### src/rtl/imem_arbiter.sv
// Arbiter sharing a single-port synchronous-read instruction memory between the fetch stage and the program loader.
// Optional fault counter output enabled by defining IMEM_ARB_FAULT_CNT_EN.
module imem_arbiter #(
  parameter int          MEM_SIZE  = 2048,
  parameter int          IDX_W     = 11,
  parameter logic [31:0] NOP_INSTR = 32'h00000013
) (
  input  logic             clk,
  input  logic             rst,
  input  logic             fetch_req,
  input  logic [63:0]      fetch_addr,
  output logic             fetch_gnt,
  output logic             fetch_valid,
  output logic [31:0]      fetch_instr,
  output logic             fetch_exc_en,
  output logic [3:0]       fetch_exc_code,
  output logic [63:0]      fetch_exc_val,
  input  logic             load_req,
  input  logic [63:0]      load_addr,
  input  logic [31:0]      load_data,
  output logic             load_gnt,
  output logic             load_err,
  output logic             mem_en,
  output logic             mem_we,
  output logic [IDX_W-1:0] mem_idx,
  output logic [31:0]      mem_wdata,
  input  logic [31:0]      mem_rdata
`ifdef IMEM_ARB_FAULT_CNT_EN
  ,
  output logic [15:0]      fault_cnt
`endif
);

  typedef enum logic {IDLE = 1'b0, RESP = 1'b1} state_t;
  typedef enum logic {WIN_FETCH = 1'b0, WIN_LOAD = 1'b1} winner_t;

  state_t      state_q, state_d;
  winner_t     last_q, last_d;
  logic        fault_q, fault_d;
  logic        code_q, code_d;
  logic [63:0] val_q, val_d;
  logic [31:0] instr_q, instr_d;

  logic        idle_s;
  logic        grant_load_s;
  logic        grant_fetch_s;
  logic [1:0]  fetch_chk_s;
  logic [1:0]  load_chk_s;
  logic [31:0] resp_instr_s;

  // Returns {bad, code}: code 0 = misaligned (wins), 1 = out of range.
  function automatic logic [1:0] check_addr(input logic [63:0] a);
    if (a[1:0] != 2'b00) begin
      check_addr = 2'b10;
    end else if (a[63:2] >= 62'(MEM_SIZE)) begin
      check_addr = 2'b11;
    end else begin
      check_addr = 2'b00;
    end
  endfunction

  assign fetch_chk_s = check_addr(fetch_addr);
  assign load_chk_s  = check_addr(load_addr);

  // Grants are combinational in IDLE and suppressed while reset is asserted.
  assign idle_s        = (state_q == IDLE) && !rst;
  assign grant_load_s  = idle_s && load_req && (!fetch_req || (last_q == WIN_FETCH));
  assign grant_fetch_s = idle_s && fetch_req && !grant_load_s;

  assign resp_instr_s   = fault_q ? NOP_INSTR : mem_rdata;
  assign fetch_valid    = (state_q == RESP);
  assign fetch_instr    = fetch_valid ? resp_instr_s : instr_q;
  assign fetch_exc_en   = fetch_valid && fault_q;
  assign fetch_exc_code = {3'b000, code_q};
  assign fetch_exc_val  = val_q;

  // State register and captured fetch response.
  always_ff @(posedge clk or posedge rst) begin
    if (rst) begin
      state_q <= IDLE;
      last_q  <= WIN_FETCH;
      fault_q <= 1'b0;
      code_q  <= 1'b0;
      val_q   <= 64'd0;
      instr_q <= NOP_INSTR;
    end else begin
      state_q <= state_d;
      last_q  <= last_d;
      fault_q <= fault_d;
      code_q  <= code_d;
      val_q   <= val_d;
      instr_q <= instr_d;
    end
  end

  // Next-state, memory port and grant decode.
  always_comb begin
    state_d   = state_q;
    last_d    = last_q;
    fault_d   = fault_q;
    code_d    = code_q;
    val_d     = val_q;
    instr_d   = instr_q;
    fetch_gnt = 1'b0;
    load_gnt  = 1'b0;
    load_err  = 1'b0;
    mem_en    = 1'b0;
    mem_we    = 1'b0;
    mem_idx   = '0;
    mem_wdata = 32'd0;
    case (state_q)
      IDLE: begin
        if (grant_load_s) begin
          load_gnt = 1'b1;
          last_d   = WIN_LOAD;
          if (load_chk_s[1]) begin
            load_err = 1'b1;
          end else begin
            mem_en    = 1'b1;
            mem_we    = 1'b1;
            mem_idx   = load_addr[IDX_W+1:2];
            mem_wdata = load_data;
          end
        end else if (grant_fetch_s) begin
          fetch_gnt = 1'b1;
          last_d    = WIN_FETCH;
          state_d   = RESP;
          fault_d   = fetch_chk_s[1];
          code_d    = fetch_chk_s[1] & fetch_chk_s[0];
          val_d     = fetch_chk_s[1] ? fetch_addr : 64'd0;
          if (!fetch_chk_s[1]) begin
            mem_en  = 1'b1;
            mem_idx = fetch_addr[IDX_W+1:2];
          end else begin
            mem_en  = 1'b0;
          end
        end else begin
          state_d = IDLE;
        end
      end
      RESP: begin
        state_d = IDLE;
        instr_d = resp_instr_s;
      end
      default: begin
        state_d = IDLE;
      end
    endcase
  end

`ifdef IMEM_ARB_FAULT_CNT_EN
  logic [15:0] fault_cnt_q;
  logic [1:0]  fault_inc_s;
  logic [16:0] fault_sum_s;

  assign fault_inc_s = {1'b0, fetch_exc_en} + {1'b0, load_err};
  assign fault_sum_s = {1'b0, fault_cnt_q} + {15'd0, fault_inc_s};
  assign fault_cnt   = fault_cnt_q;

  // Saturating fault counter.
  always_ff @(posedge clk or posedge rst) begin
    if (rst) begin
      fault_cnt_q <= 16'd0;
    end else begin
      fault_cnt_q <= fault_sum_s[16] ? 16'hFFFF : fault_sum_s[15:0];
    end
  end
`endif

endmodule
### config.mk
export PLATFORM = sky130hd
export DESIGN_NAME = imem_arbiter
export DESIGN_NICKNAME = d
export VERILOG_FILES = /design/src/rtl/imem_arbiter.sv
export SDC_FILE = /design/constraint.sdc
export NUM_CORES = 1
export LEC_CHECK = 0
export ABC_AREA = 1
export BUFFER_PORTS_ARGS = -buffer_cell sky130_fd_sc_hd__buf_2
export CAP_MARGIN = 0
export CORE_ASPECT_RATIO = 0.6
export CORE_MARGIN = 3
export CORE_UTILIZATION = 30
export CTS_BUF_LIST = sky130_fd_sc_hd__clkbuf_16
export DETAILED_ROUTE_END_ITERATION = 12
export PLACE_DENSITY_LB_ADDON = 0.05
export SLEW_MARGIN = 20
export SYNTH_ARGS = -nofsm -noshare
export SYNTH_HDL_FRONTEND = slang
export SYNTH_SLANG_ARGS = --single-unit
### constraint.sdc
create_clock -name clk -period 4.5 [get_ports clk]
set_clock_uncertainty 0.15 [all_clocks]
set_input_delay 0.45 -clock clk [delete_from_list [all_inputs] [get_ports clk]]
set_output_delay 0.45 -clock clk [all_outputs]
set_load 0.005 [all_outputs]
==> summary.md, run 1 <==
| Metric | Value |
|---|---|
| Num CTS Buffers | `9` |
| Ports | `346` |
| ANT nets after route | `0` |
| Fin. Hold Viols | `0` |
| Combinational power share | `19.3%` |
| Vias | `5023` |
| Clk pwr share | `34.7%` |
| Final period util | `75.9%` |
| Worst vdd ir | `0.207 mV` |
| Relative slew margins | `37.7%` |
| Synth Instances | `604` |
| Crit path required time | `3.90 ns` |
| Wire per inst | `15.3 um` |
| # hold bufs at CTS | `0` |
| Critical setup path kind | `flip-flop to primary output` |
| Initial antenna violation count | `2` |
| Layout Nets | `1124` |
| PnR worst setup slack | `1.09 ns` |
| Sequential fraction of the synthesis area | `51.9%` |
| # diodes | `0` |
| Critical path's slowest cell | `nor2_2` |
| Post-detail-place hpwl | `13.6 mm` |
| Die Y | `104 um` |
| Placer Congestion | `0.866` |
| Synth cell types | `27` |
| CTS tree | `yes` |
| First-pass GRT wire length | `27.0 mm` |
| Worst-Margin Slew | `0.934 ns` |
| Fmax | `293 MHz` |
| PwrDens | `341 mW/mm^2` |
| Crit path time final | `3.41 ns` |
| Ys Warns | `0` |
| Status | `finished, final reports clean` |
| CP endpoint kind | `primary output` |
| Number of synthesized flops with an enable pin | `0` |
| Initial core utilization | `31.1%` |
| Async set or reset register ratio after synthesis | `100%` |
| Area Overhead vs Synth | `43.8%` |
| Worst path cell trace | `inv_1, nor2_2, buf_4, a22o_1, buf_2` |
| Largest net degree at the start of global routing | `73` |
| Max-slew violation count | `0` |
| Main synth FF type | `dfrtp_1` |
| Fillers | `1621` |
| Crit path largest cell delay | `0.77 ns` |
| Syn avg cell area | `8.00 um^2` |
| Synthesized flop and latch total | `100` |
| Worst-path clk slew | `0.08 ns` |
| GR Util All Layers | `19.0%` |
| Number of global-route vias before repair | `5165` |
| Post-CTS Setup Inserts | `0` |
| DRC viols | `0` |
| Worst-Skew Late Latency | `0.34 ns` |
| Pre-CTS setup slack | `1.45 ns` |
| Vias per inst | `4.42` |
| Core ar. | `0.0155 mm^2` |
| CTS H-tree lvls | `3` |
| PortBufs | `342` |
| DR pass1 iterations | `4` |
| CTS Buffer Depth | `2` |
| Layout cells sized above 1 | `42.1%` |
| WP data arrival | `2.81 ns` |
| Final setup TNS | `0 ns` |
| GRT overflow | `0` |
| Cell Area, Synth | `0.00483 mm^2` |
| 1st-iter DRT viols | `247` |
| Leak pwr | `4.24 nW` |
| Sequential Power Share | `46.0%` |
| Unrepaired setup endpoints after global routing | `false` |
| Die W | `170 um` |
| Setup violations, final | `0` |
| Sink Count | `100` |
| Layer carrying the most global-route usage | `met2` |
| Crit-path max FO | `30` |
| Resized Gates After CTS | `0` |
| Met1 usage | `23.7%` |
| # rows | `35` |
| CP Launch Type | `flip-flop` |
| Net Switching | `0.687 mW` |
| Clock Tree Root | `clkbuf_16` |
| Internal | `1.68 mW` |
| Min-Delay Path Class | `input port to flip-flop` |
| Switch share | `29.0%` |
| MaxCap Viol Count | `0` |
| Met2 Use GR | `32.2%` |
| Wirelength, routed | `17.4 mm` |
| Met3 GRT Util | `6.61%` |
| Die area | `0.0177 mm^2` |
## Yosys cell counts (2+ instances only)
cell type | number | area share, %
inv_1 | 55 | 4.3
buf_2 | 22 | 2.3
buf_4 | 5 | 0.78
nand2_1 | 217 | 17
buf_6 | 4 | 0.93
clkbuf_1 | 4 | 0.31
dfrtp_1 | 97 | 50
dfstp_2 | 3 | 1.6
o22a_1 | 3 | 0.54
nor2_1 | 89 | 6.9
nor3_4 | 2 | 0.67
a22o_1 | 29 | 5.3
nand4_1 | 23 | 3.0
nand3_1 | 15 | 1.6
nand2_2 | 2 | 0.26
o21ai_0 | 6 | 0.62
nor2_2 | 18 | 2.3
## critical path, delay by kind of cell (launching register included)
| family | cells | cell delay (ns) |
|---|---|---|
| buffers and inverters | 3 | 0.95 |
| AO/OA/AOI/OAI | 1 | 0.17 |
| AND/OR/NAND/NOR | 1 | 0.77 |
| flip-flops | 1 | 0.57 |
## final cells by class
cell class / instances / area, um^2 / share of cell area, %
clock buffers: 9 / 225 / 3.24
clock inverters: 7 / 92.6 / 1.33
inverters: 57 / 218 / 3.13
multi-input cells: 414 / 1910 / 27.5
flip-flops and latches: 100 / 2510 / 36.1
well taps: 203 / 254 / 3.65
repair buffers: 346 / 1740 / 25.1
## state kept, by name, summed over array words and instances, names as in the netlist
signal         cells
fetch_exc_val     64
fault_q            1
last_q             1
instr_q           32
code_q             1
fetch_valid        1
## cells by family (layout without fill, tap and decap cells)
kind of cell           count (synthesis)  in the layout  synth area share (%)
buffers and inverters                 92            419                  8.75
flip-flops                           100            100                  51.9
AND/OR/NAND/NOR                      372            372                  32.8
AO/OA/AOI/OAI                         39             39                  6.53
other                                  1              3                0.0776
## cells in the final DEF (no fill, tap or decap), types with 9 or more instances in the layout
| cell | n |
|---|---|
| a22o_1 | 29 |
| buf_2 | 342 |
| clkbuf_16 | 9 |
| dfrtp_1 | 97 |
| inv_1 | 54 |
| nand2_1 | 217 |
| nand3_1 | 15 |
| nand4_1 | 23 |
| nor2_1 | 88 |
| nor2_2 | 19 |
## through the flow
step | cells | utilization, % | cell area [um^2] | total power [mW] | hold slack, ns
global placement | 1120 | 42.7 | 6630 | 1.57 | 0.307
finish | 1136 | 44.7 | 6950 | 2.37 | 0.160
global route | 1136 | 44.7 | 6950 | 2.52 | 0.160
CTS | 1136 | 44.7 | 6950 | 2.41 | 0.150
detailed placement | 1120 | 42.7 | 6630 | 1.57 | 0.312
floorplan | 606 | - | 4840 | 1.29 | 0.299
## worst paths after layout
kind	to	cells past startpoint	startpoint	slack [ns]
min	fetch_exc_val[55]	3	fetch_addr[55]	0.16
max	fetch_instr[7]	5	fetch_valid	1.09
min in group asynchronous	instr_q[2]	2	rst	0.18
max reg2reg	fetch_exc_val[21]	8	fetch_valid	1.74
max in group asynchronous	fetch_exc_val[57]	3	rst	3.04
min reg2reg	fetch_exc_val[0]	2	fetch_exc_val[0]	0.33
## power by group through the flow
stage / Sequential [mW] / Clock (mW) / Combinational (mW)
after floorplan: 1.11 / 0 / 0.180
after global placement: 1.10 / 0 / 0.463
after detailed placement: 1.11 / 0 / 0.469
after CTS: 1.09 / 0.854 / 0.469
after global routing: 1.11 / 0.889 / 0.521
final: 1.09 / 0.822 / 0.458
## per-layer routing
layer | part of all wire (%) | vias up
met4 | 0.79 | 4
met1 | 43 | 2303
met2 | 48 | 170
li1 | - | 2529
met5 | 0.15 | -
met3 | 8.5 | 17
Note: power is estimated with default switching activity, not from simulation.
==> run 2: changes to the inputs <==
clock period = 2.8 ns   (was 4.5 ns; I/O delays follow)
==> run 2 against run 1 <==
Flip-flop and latch count is the same. Via count grew 5.5%. Hold slack lost 0.15 ns. Critical endpoint is now mem_en. Power grew 67%. Sequential share of layout area shrank 2.5 points. Cell area grew 7.5%.
==> summary.md, run 2 (synthesized netlist as in run 1, its figures left out) <==
| Metric | Value |
|---|---|
| Post-detail-place hpwl | `13.7 mm` |
| CP top delay family | `simple AND/OR/NAND/NOR gates` |
| Pre-CTS setup slack | `0.219 ns` |
| Wire per inst | `15.0 um` |
| DR pass1 iterations | `5` |
| Die Y | `104 um` |
| Crit path required time | `2.37 ns` |
| DR WL met3 | `1.50 mm` |
| Flop-to-flop setup slack | `0.73 ns` |
| ANT nets after route | `0` |
| PortBufs | `342` |
| WL met1 | `7.34 mm` |
| Clock Tree Root | `clkbuf_16` |
| Status | `finished, final reports clean` |
| CTS H-tree lvls | `3` |
| Unrepaired setup endpoints after global routing | `false` |
| Hold Startpoint | `fetch_addr[38]` |
| CTS tree | `yes` |
| WP data arrival | `2.20 ns` |
| GR Util All Layers | `19.3%` |
| Final setup TNS | `0 ns` |
| Crit-path max FO | `24` |
| Worst path cell trace | `nor2_2, nand2_2, clkinv_2, nand2_4, nor3_4, nand3_1, nand2_1, buf_2` |
| Max reg flops | `64` |
| MaxCap Viol Count | `0` |
| Leak pwr | `4.46 nW` |
| Initial core utilization | `31.1%` |
| Worst-path clk slew | `0.07 ns` |
| WL met2 | `8.65 mm` |
| Inst Count DP | `1128` |
| R2R Path End | `fetch_exc_val[54]` |
| Setup violations, final | `0` |
| GRT overflow | `0` |
| Initial antenna violation count | `0` |
| Critical path's slowest cell | `nor3_4` |
| DR top layer | `met4` |
| 1st-iter DRT viols | `280` |
| CP Launch Type | `flip-flop` |
| Critical setup path kind | `flip-flop to primary output` |
| Number of non-filler instances in the completed layout | `1184` |
| Largest net degree at the start of global routing | `50` |
| Post-CTS Setup Inserts | `0` |
| Layout cells sized above 1 | `41.0%` |
| Placer Congestion | `0.948` |
| Crit path largest cell delay | `0.53 ns` |
| Min-Delay Path Class | `input port to flip-flop` |
| # rows | `35` |
| PnR worst setup slack | `0.175 ns` |
| Worst-Skew Late Latency | `0.35 ns` |
| Worst vdd ir | `0.277 mV` |
| Fin. Hold Viols | `0` |
| Worst hold margin | `0.00640 ns` |
| Wirelength, routed | `17.8 mm` |
| Sink Count | `100` |
| Most frequent cells in the layout | `buf_2 (342), nand2_1 (217), dfrtp_1 (97)` |
| CP Buf/Inv Count | `2` |
| First-pass GRT wire length | `27.2 mm` |
| Vias per inst | `4.47` |
| Layout Nets | `1172` |
| Commonest non-fill, non-tap cell in the layout | `buf_2` |
| # diodes | `0` |
| Num CTS Buffers | `9` |
| CP endpoint kind | `primary output` |
| Final period util | `93.8%` |
| Fmax | `381 MHz` |
| CP startpoint | `fetch_valid` |
| Fillers | `1583` |
| Number of global-route vias before repair | `5206` |
| Max-slew violation count | `0` |
| DRC viols | `0` |
| Vias | `5298` |
| Relative slew margins | `43.5%` |
| PwrDens | `530 mW/mm^2` |
| Ports | `346` |
| Die area | `0.0177 mm^2` |
| Worst-Margin Slew | `0.846 ns` |
| Depth of the worst register-to-register path | `8` |
| CTS Buffer Depth | `2` |
| Area Overhead vs Synth | `54.6%` |
| Die W | `170 um` |
| Hold Path Depth | `3` |
| Worst hold endpoint | `fetch_exc_val[38]` |
| Reg2reg start | `fetch_valid` |
| Crit path time final | `2.63 ns` |
| Core ar. | `0.0155 mm^2` |
[run 2: cell count changes in the layout (fill, tap and decap cells not counted)]
cell,change
nor2_2,-2
dlygate4sd3_1,+40
buf_4,+6
buf_12,+2
nor2_4,+2
inv_8,-2
clkinv_1,-1
inv_4,-1
clkinvlp_4,+1
bufinv_16,+1
inv_6,+3
clkinv_4,-1
[run 2: per-stage QoR]
step / total power [mW] / util (%) / area [um^2]
finish: 3.96 / 48.0 / 7470
detailed placement: 2.54 / 43.2 / 6720
floorplan: 2.08 / - / 4840
global route: 4.19 / 48.0 / 7470
CTS: 4.02 / 48.0 / 7460
global placement: 2.53 / 43.2 / 6720
[run 2: how the worst max path moves through the flow]
stage / to / slack, ns / depth (start not counted)
after floorplan: mem_idx[1] / 1.08 / 9
after global placement: fetch_exc_val[2] / 0.30 / 9
after detailed placement: fetch_exc_val[4] / 0.22 / 9
after CTS: mem_en / 0.01 / 10
after global routing: mem_en / 0.01 / 8
final: mem_en / 0.17 / 8
[run 2: power by group]
part           internal [mW]  switching, mW
registers               1.64          0.106
logic                  0.389          0.405
clock network          0.808          0.609
[run 2: repair_timing]
| item | 4_1_cts | 5_1_grt |
|---|---|---|
| hold endpoints to repair | 40 | 0 |
| hold buffers | 40 | 0 |
| gates resized for setup | 0 | 2 |
| endpoints found under the setup margin | 0 | 12 |
[run 2: cell type report]
cell class	count	area [um^2]	share of cell area [%]
Inverter	57	219	2.93
Clock buffer	9	225	3.02
Clock inverter	7	114	1.52
Tap cell	203	254	3.40
Timing Repair Buffer	394	2230	29.8
Sequential cell	100	2510	33.6
Multi-Input combinational cell	414	1920	25.7
[run 2: worst register-to-register path: stages (launching register included)]
cell and delay (ns):
dfrtp_1 0.39, nor2_2 0.12, nand2_2 0.07, clkinv_2 0.06, nand2_4 0.17, inv_2 0.56, buf_4 0.33, nand2_1 0.09
nand2_1 0.07
[run 2: routing by layer]
layer / up-vias / global-route usage (%)
li1: 2614 / -
met1: 2457 / 23.6
met2: 201 / 33.0
met3: 26 / 5.92
met4: 0 / 5.25
met5: - / 0
